==> config.mk <==
export PLATFORM = sky130hd
export DESIGN_NAME = adc_stream_sched
export DESIGN_NICKNAME = d
export VERILOG_FILES = /design/src/rtl/adc_stream_sched.sv
export SDC_FILE = /design/constraint.sdc
export NUM_CORES = 1
export LEC_CHECK = 0
export ABC_AREA = 1
export BUFFER_PORTS_ARGS = -buffer_cell sky130_fd_sc_hd__buf_2
export CAP_MARGIN = 20
export CELL_PAD_IN_SITES_DETAIL_PLACEMENT = 0
export CELL_PAD_IN_SITES_GLOBAL_PLACEMENT = 1
export CORE_ASPECT_RATIO = 0.75
export CORE_UTILIZATION = 30
export DETAILED_ROUTE_END_ITERATION = 6
export PLACE_DENSITY_LB_ADDON = 0.15
export SETUP_SLACK_MARGIN = 0.05
export SKIP_CTS_REPAIR_TIMING = 1
export SYNTH_ARGS = -nofsm -noshare
export SYNTH_HDL_FRONTEND = slang
export SYNTH_SLANG_ARGS = --single-unit
==> constraint.sdc <==
create_clock -name adc_clk -period 3.4 [get_ports adc_clk]
set_clock_uncertainty 0.2 [all_clocks]
set_input_delay 0.68 -clock adc_clk [delete_from_list [all_inputs] [get_ports adc_clk]]
set_output_delay 0.68 -clock adc_clk [all_outputs]
set_load 0.05 [all_outputs]
==> src/rtl/adc_stream_sched.sv <==
// adc_stream_sched: packs 14-bit ADC samples into 32-bit FIFO words, frames
// them behind a header word every FRAME_WORDS data words, and shares the
// single txfifo write port with a low-rate status-word requester.
// Optional build macro: ADC_STREAM_TSTAMP_EN adds a free-running sample
// counter and a second header word (HDR2) carrying the latched count.
module adc_stream_sched #(
    parameter int unsigned FRAME_WORDS = 256,
    parameter logic [15:0] HDR_MAGIC   = 16'hA55A
) (
    input  logic        adc_clk,
    input  logic        adc_rst,
    input  logic [13:0] adc_data,
    input  logic        adc_valid,
    input  logic        stream_en,
    input  logic        stat_req,
    input  logic [31:0] stat_word,
    output logic        stat_ack,
    input  logic        txfifo_full,
    output logic        txfifo_wr,
    output logic [31:0] txfifo_data,
    output logic [15:0] frame_seq,
    output logic [15:0] drop_cnt,
    output logic        streaming
);

    localparam logic [1:0]  ST_IDLE   = 2'd0;
    localparam logic [1:0]  ST_HDR    = 2'd1;
    localparam logic [1:0]  ST_HDR2   = 2'd2;
    localparam logic [1:0]  ST_DATA   = 2'd3;
    localparam logic [15:0] LAST_WCNT = 16'(FRAME_WORDS - 1);

    function automatic logic [15:0] sext16(input logic [13:0] s);
        return {{2{s[13]}}, s};
    endfunction

    logic [1:0]  state_r;
    logic [1:0]  state_nx_s;
    logic        phase_r;
    logic [13:0] s0_r;
    logic [15:0] wcnt_r;
    logic [15:0] wcnt_nx_s;
    logic [15:0] frame_seq_r;
    logic [15:0] frame_seq_nx_s;
    logic [15:0] drop_cnt_r;
    logic        wr_r;
    logic        wr_nx_s;
    logic [31:0] data_r;
    logic [31:0] data_nx_s;
    logic        ack_r;
    logic        ack_nx_s;
    logic        streaming_r;
    logic        drop_s;
    logic        ts_latch_s;
    logic        word_rdy_s;
    logic [31:0] word_s;
    logic        stat_go_s;
    logic        last_s;
    logic [31:0] ts_word_s;

    assign word_rdy_s = (state_r != ST_IDLE) && adc_valid && phase_r;
    assign word_s     = {sext16(adc_data), sext16(s0_r)};
    // An ack already in flight blocks a second status write, so a requester
    // that drops stat_req one cycle after seeing stat_ack is not serviced twice.
    assign stat_go_s  = stat_req && !txfifo_full && !ack_r;
    assign last_s     = (wcnt_r == LAST_WCNT);

`ifdef ADC_STREAM_TSTAMP_EN
    logic [31:0] ts_cnt_r;
    logic [31:0] ts_lat_r;

    // Free-running sample counter, counting in every state, and its header latch.
    always_ff @(posedge adc_clk or posedge adc_rst) begin
        if (adc_rst) begin
            ts_cnt_r <= 32'd0;
            ts_lat_r <= 32'd0;
        end else begin
            if (adc_valid) begin
                ts_cnt_r <= ts_cnt_r + 32'd1;
            end
            if (ts_latch_s) begin
                ts_lat_r <= ts_cnt_r;
            end
        end
    end

    assign ts_word_s = ts_lat_r;
`else
    assign ts_word_s = 32'd0;
`endif

    // Write-port arbitration and framing state machine.
    always_comb begin
        state_nx_s     = state_r;
        wr_nx_s        = 1'b0;
        data_nx_s      = data_r;
        ack_nx_s       = 1'b0;
        frame_seq_nx_s = frame_seq_r;
        wcnt_nx_s      = wcnt_r;
        drop_s         = 1'b0;
        ts_latch_s     = 1'b0;
        case (state_r)
            ST_IDLE: begin
                if (stat_go_s) begin
                    wr_nx_s   = 1'b1;
                    data_nx_s = stat_word;
                    ack_nx_s  = 1'b1;
                end else if (stream_en) begin
                    state_nx_s = ST_HDR;
                end else begin
                    state_nx_s = ST_IDLE;
                end
            end
            ST_HDR: begin
                if (word_rdy_s) begin
                    drop_s = 1'b1;
                end else if (stat_go_s) begin
                    wr_nx_s   = 1'b1;
                    data_nx_s = stat_word;
                    ack_nx_s  = 1'b1;
                end else if (!txfifo_full) begin
                    wr_nx_s        = 1'b1;
                    data_nx_s      = {HDR_MAGIC, frame_seq_r};
                    frame_seq_nx_s = frame_seq_r + 16'd1;
                    wcnt_nx_s      = 16'd0;
                    ts_latch_s     = 1'b1;
`ifdef ADC_STREAM_TSTAMP_EN
                    state_nx_s     = ST_HDR2;
`else
                    state_nx_s     = ST_DATA;
`endif
                end else begin
                    state_nx_s = ST_HDR;
                end
            end
`ifdef ADC_STREAM_TSTAMP_EN
            ST_HDR2: begin
                if (word_rdy_s) begin
                    drop_s = 1'b1;
                end else if (!txfifo_full) begin
                    wr_nx_s    = 1'b1;
                    data_nx_s  = ts_word_s;
                    state_nx_s = ST_DATA;
                end else begin
                    state_nx_s = ST_HDR2;
                end
            end
`endif
            ST_DATA: begin
                if (word_rdy_s) begin
                    if (!txfifo_full) begin
                        wr_nx_s   = 1'b1;
                        data_nx_s = word_s;
                    end else begin
                        drop_s = 1'b1;
                    end
                    // Dropped words still occupy a slot so frame timing holds.
                    wcnt_nx_s = wcnt_r + 16'd1;
                    if (last_s) begin
                        state_nx_s = stream_en ? ST_HDR : ST_IDLE;
                    end else begin
                        state_nx_s = ST_DATA;
                    end
                end else begin
                    state_nx_s = ST_DATA;
                end
            end
            default: begin
                state_nx_s = ST_IDLE;
            end
        endcase
    end

    // State, framing counters and registered write-port outputs.
    always_ff @(posedge adc_clk or posedge adc_rst) begin
        if (adc_rst) begin
            state_r     <= ST_IDLE;
            wcnt_r      <= 16'd0;
            frame_seq_r <= 16'd0;
            wr_r        <= 1'b0;
            data_r      <= 32'd0;
            ack_r       <= 1'b0;
            streaming_r <= 1'b0;
        end else begin
            state_r     <= state_nx_s;
            wcnt_r      <= wcnt_nx_s;
            frame_seq_r <= frame_seq_nx_s;
            wr_r        <= wr_nx_s;
            data_r      <= data_nx_s;
            ack_r       <= ack_nx_s;
            streaming_r <= (state_nx_s != ST_IDLE);
        end
    end

    // Saturating drop counter; only reset clears it.
    always_ff @(posedge adc_clk or posedge adc_rst) begin
        if (adc_rst) begin
            drop_cnt_r <= 16'd0;
        end else if (drop_s && (drop_cnt_r != 16'hFFFF)) begin
            drop_cnt_r <= drop_cnt_r + 16'd1;
        end
    end

    // Sample packer: pairs samples while streaming, held clear in IDLE.
    always_ff @(posedge adc_clk or posedge adc_rst) begin
        if (adc_rst) begin
            phase_r <= 1'b0;
            s0_r    <= 14'd0;
        end else if (state_r == ST_IDLE) begin
            phase_r <= 1'b0;
            s0_r    <= 14'd0;
        end else if (adc_valid) begin
            if (!phase_r) begin
                s0_r <= adc_data;
            end
            phase_r <= ~phase_r;
        end
    end

    assign txfifo_wr   = wr_r;
    assign txfifo_data = data_r;
    assign stat_ack    = ack_r;
    assign frame_seq   = frame_seq_r;
    assign drop_cnt    = drop_cnt_r;
    assign streaming   = streaming_r;

endmodule

==> flow_metrics.env <==
export IMPL_dieArea_sq_um=19300
export IMPL_start_util=0.312
export IMPL_drive_gt1_frac=0.189
export IMPL_cts_buffer_depth=2
export IMPL_critPathLaunchType="register"
export IMPL_vdd_ir_drop_worst_v=0.000375
export IMPL_clock_latency_ns=0.35
export IMPL_final_cell_mix="nand2_1 (305), buf_2 (118), dfrtp_1 (100), nor2_1 (69), inv_1 (65)"
export IMPL_place_ws_ns=0.897
export IMPL_grt_util_all_layers=0.182
export IMPL_drt_iter0_markers=314
export IMPL_fin_util=0.374
export IMPL_synthCells=774
export IMPL_place_area_sq_um=6410
export IMPL_worstPathMaxFanout=21
export IMPL_min_period_ns=2.50
export IMPL_final_common_cell="nand2_1"
export IMPL_syn_area_sq_um=5610
export IMPL_cts_sinks=100
export IMPL_multi_input_area_sq_um=2660
export IMPL_synth_edff_count=0
export IMPL_syn_to_final_growth_pct=20.0
export IMPL_synth_flop_cell="dfrtp_1"
export IMPL_worstPathRequired_ns=3.44
export IMPL_reg2reg_depth=9
export IMPL_gr_total_overflow=0
export IMPL_die_height_microns=120
export IMPL_r2r_start="state_r[0]"
export IMPL_status="completed"
export IMPL_hold_viol=0
export IMPL_coreArea_sq_um=18000
export IMPL_drv_cap=0
export IMPL_ant_nets=0
export IMPL_yosysUniqueCellTypes=32
export IMPL_finalWorstSetupSlack_ns=0.897
export IMPL_cts_buffers=9
export IMPL_r2r_setup_slack_ns=0.90
export IMPL_yosysWarnings=0
export IMPL_cts_root_buf="clkbuf_16"
export IMPL_timing_rr_end="drop_cnt[14]"
export IMPL_setup_viol=0
export IMPL_synthTopCellsByArea="dfrtp_1 (45%), nand2_1 (20%), nor2_1 (4.6%)"
export IMPL_io_buffer_count=118
export IMPL_syn_nets=829
export IMPL_place_congestion=0.814
export IMPL_p_per_area_nw_per_um2=893
export IMPL_worst_setup_path_type="reg -> reg"
export IMPL_yosysTopAreaCellShare=0.446
export IMPL_critPathCaptureType="register"
export IMPL_rsz0062_at_grt="false"
export IMPL_rows=42
export IMPL_fmax_mhz=399
export IMPL_design_area_sq_um=6730
export IMPL_stdcell_count=1129
export IMPL_avgViaCountPerCell=4.65
export IMPL_worstPathArrival_ns=2.55
export IMPL_tightest_slew_ns=0.537
export IMPL_pin_count=119
export IMPL_ff_latch_area_sq_um=2500
export IMPL_p_leak_nw=3.41
export IMPL_slew_limit_headroom=0.642
export IMPL_dp_cells=1113
export IMPL_routed_wl_mm=16.9
export IMPL_path_clk_slew_ns=0.07
export IMPL_ys_async_sr_fraction=1.00
export IMPL_first_pass_iters=5
export IMPL_syn_mean_instance_area_sq_um=7.25
export IMPL_min_path_type="in -> async"
export IMPL_die_w_microns=160
export IMPL_synth_seq_area_share=0.446
export IMPL_finalNetCount=937
export IMPL_grt_pass1_wl_mm=27.3
export IMPL_wire_per_inst_microns=15.0
export IMPL_ys_ff_latch=100
export IMPL_min_period_over_period=0.736
export IMPL_h_tree_depth=3
export IMPL_grt_pass1_vias=4984
export IMPL_fin_total_pwr_mw=6.01
export IMPL_hold_slack_ns=0.162
export IMPL_finalMaxSlewViolations=0
export IMPL_tritoncts="yes"
export IMPL_hpwl_mm=12.7
export IMPL_antenna_cells=0
export IMPL_drc_errors=0
export IMPL_synth_area_leader_cell="dfrtp_1"
export IMPL_setup_tns_final_ns=0
export IMPL_grt_max_degree=59
export IMPL_vias=5252
export IMPL_fillers=1976
export IMPL_antenna_found_initial=0
[sequential cells by signal (all words and copies together), names as in the netlist]
signal and count:
stat_ack 1, txfifo_wr 1, streaming 1, phase_r 1
txfifo_data 32, frame_seq 16, s0_r 14, state_r 2
wcnt_r 16, drop_cnt 16
[final cells by class]
class                      instances  share of cell area
inverter                          74              0.0418
tap                              242              0.0450
sequential                       100               0.372
timing repair buffer             126              0.0985
multi-input combinational        571               0.395
clock inverter                     6              0.0139
clock buffer                      10              0.0340
[critical path: stages (launching register included)]
cell,delay [ns]
dfrtp_1,0.63
inv_2,0.24
nand2_4,0.15
nand3_4,0.10
clkinv_1,0.08
nand3_2,0.11
nor2_4,0.48
inv_2,0.23
nand2_1,0.12
nand2_1,0.06
[kinds of logic (layout without fill, tap and decap cells)]
logic type,count (synthesis),after routing,share of synthesized area
buffers and inverters,103,216,0.0803
adder cells (fa/ha/maj),3,3,0.00669
flip-flops,100,100,0.446
AND/OR/NAND/NOR,465,465,0.347
AO/OA/AOI/OAI,77,77,0.0794
XOR/XNOR,26,26,0.0406
[metal layers]
| layer | global-route usage | vias to the layer above | wire length, microns |
|---|---|---|---|
| li1 | - | 2665 | - |
| met4 | 0.0476 | 0 | 232 |
| met3 | 0.0364 | 12 | 907 |
| met5 | 0 | - | 0 |
| met1 | 0.278 | 2434 | 9000 |
| met2 | 0.258 | 141 | 6780 |
[how the worst max path moves through the flow]
stage                      from  slack, ns  cells after the start         endpoint
CTS                  state_r[0]       0.86                      9     drop_cnt[14]
global route         state_r[0]       0.70                      9     drop_cnt[14]
finish               state_r[0]       0.90                      9     drop_cnt[14]
detailed placement   state_r[0]       0.90                      9     drop_cnt[14]
global placement    txfifo_full       0.96                     10  txfifo_data[31]
floorplan           drop_cnt[0]       1.26                      8      drop_cnt[0]
[synthesized netlist by cell type (4+ instances only)]
library cell,count
o22ai_1,13
or2_2,7
inv_2,7
xor2_1,23
nand3_1,50
o21ai_1,22
nand4_1,17
dfrtp_1,100
nor3_1,4
clkbuf_1,7
nand2_1,305
o211ai_1,12
buf_2,12
a21oi_1,10
nor2_1,69
buf_4,7
inv_1,66
o21ai_0,15
[report_power, final]
group | total, mW | internal [mW] | switching [mW]
logic | 2.93 | 0.707 | 2.22
registers | 1.93 | 1.58 | 0.353
clock network | 1.15 | 0.655 | 0.496
No activity file was read; power rests on OpenSTA's default activity.
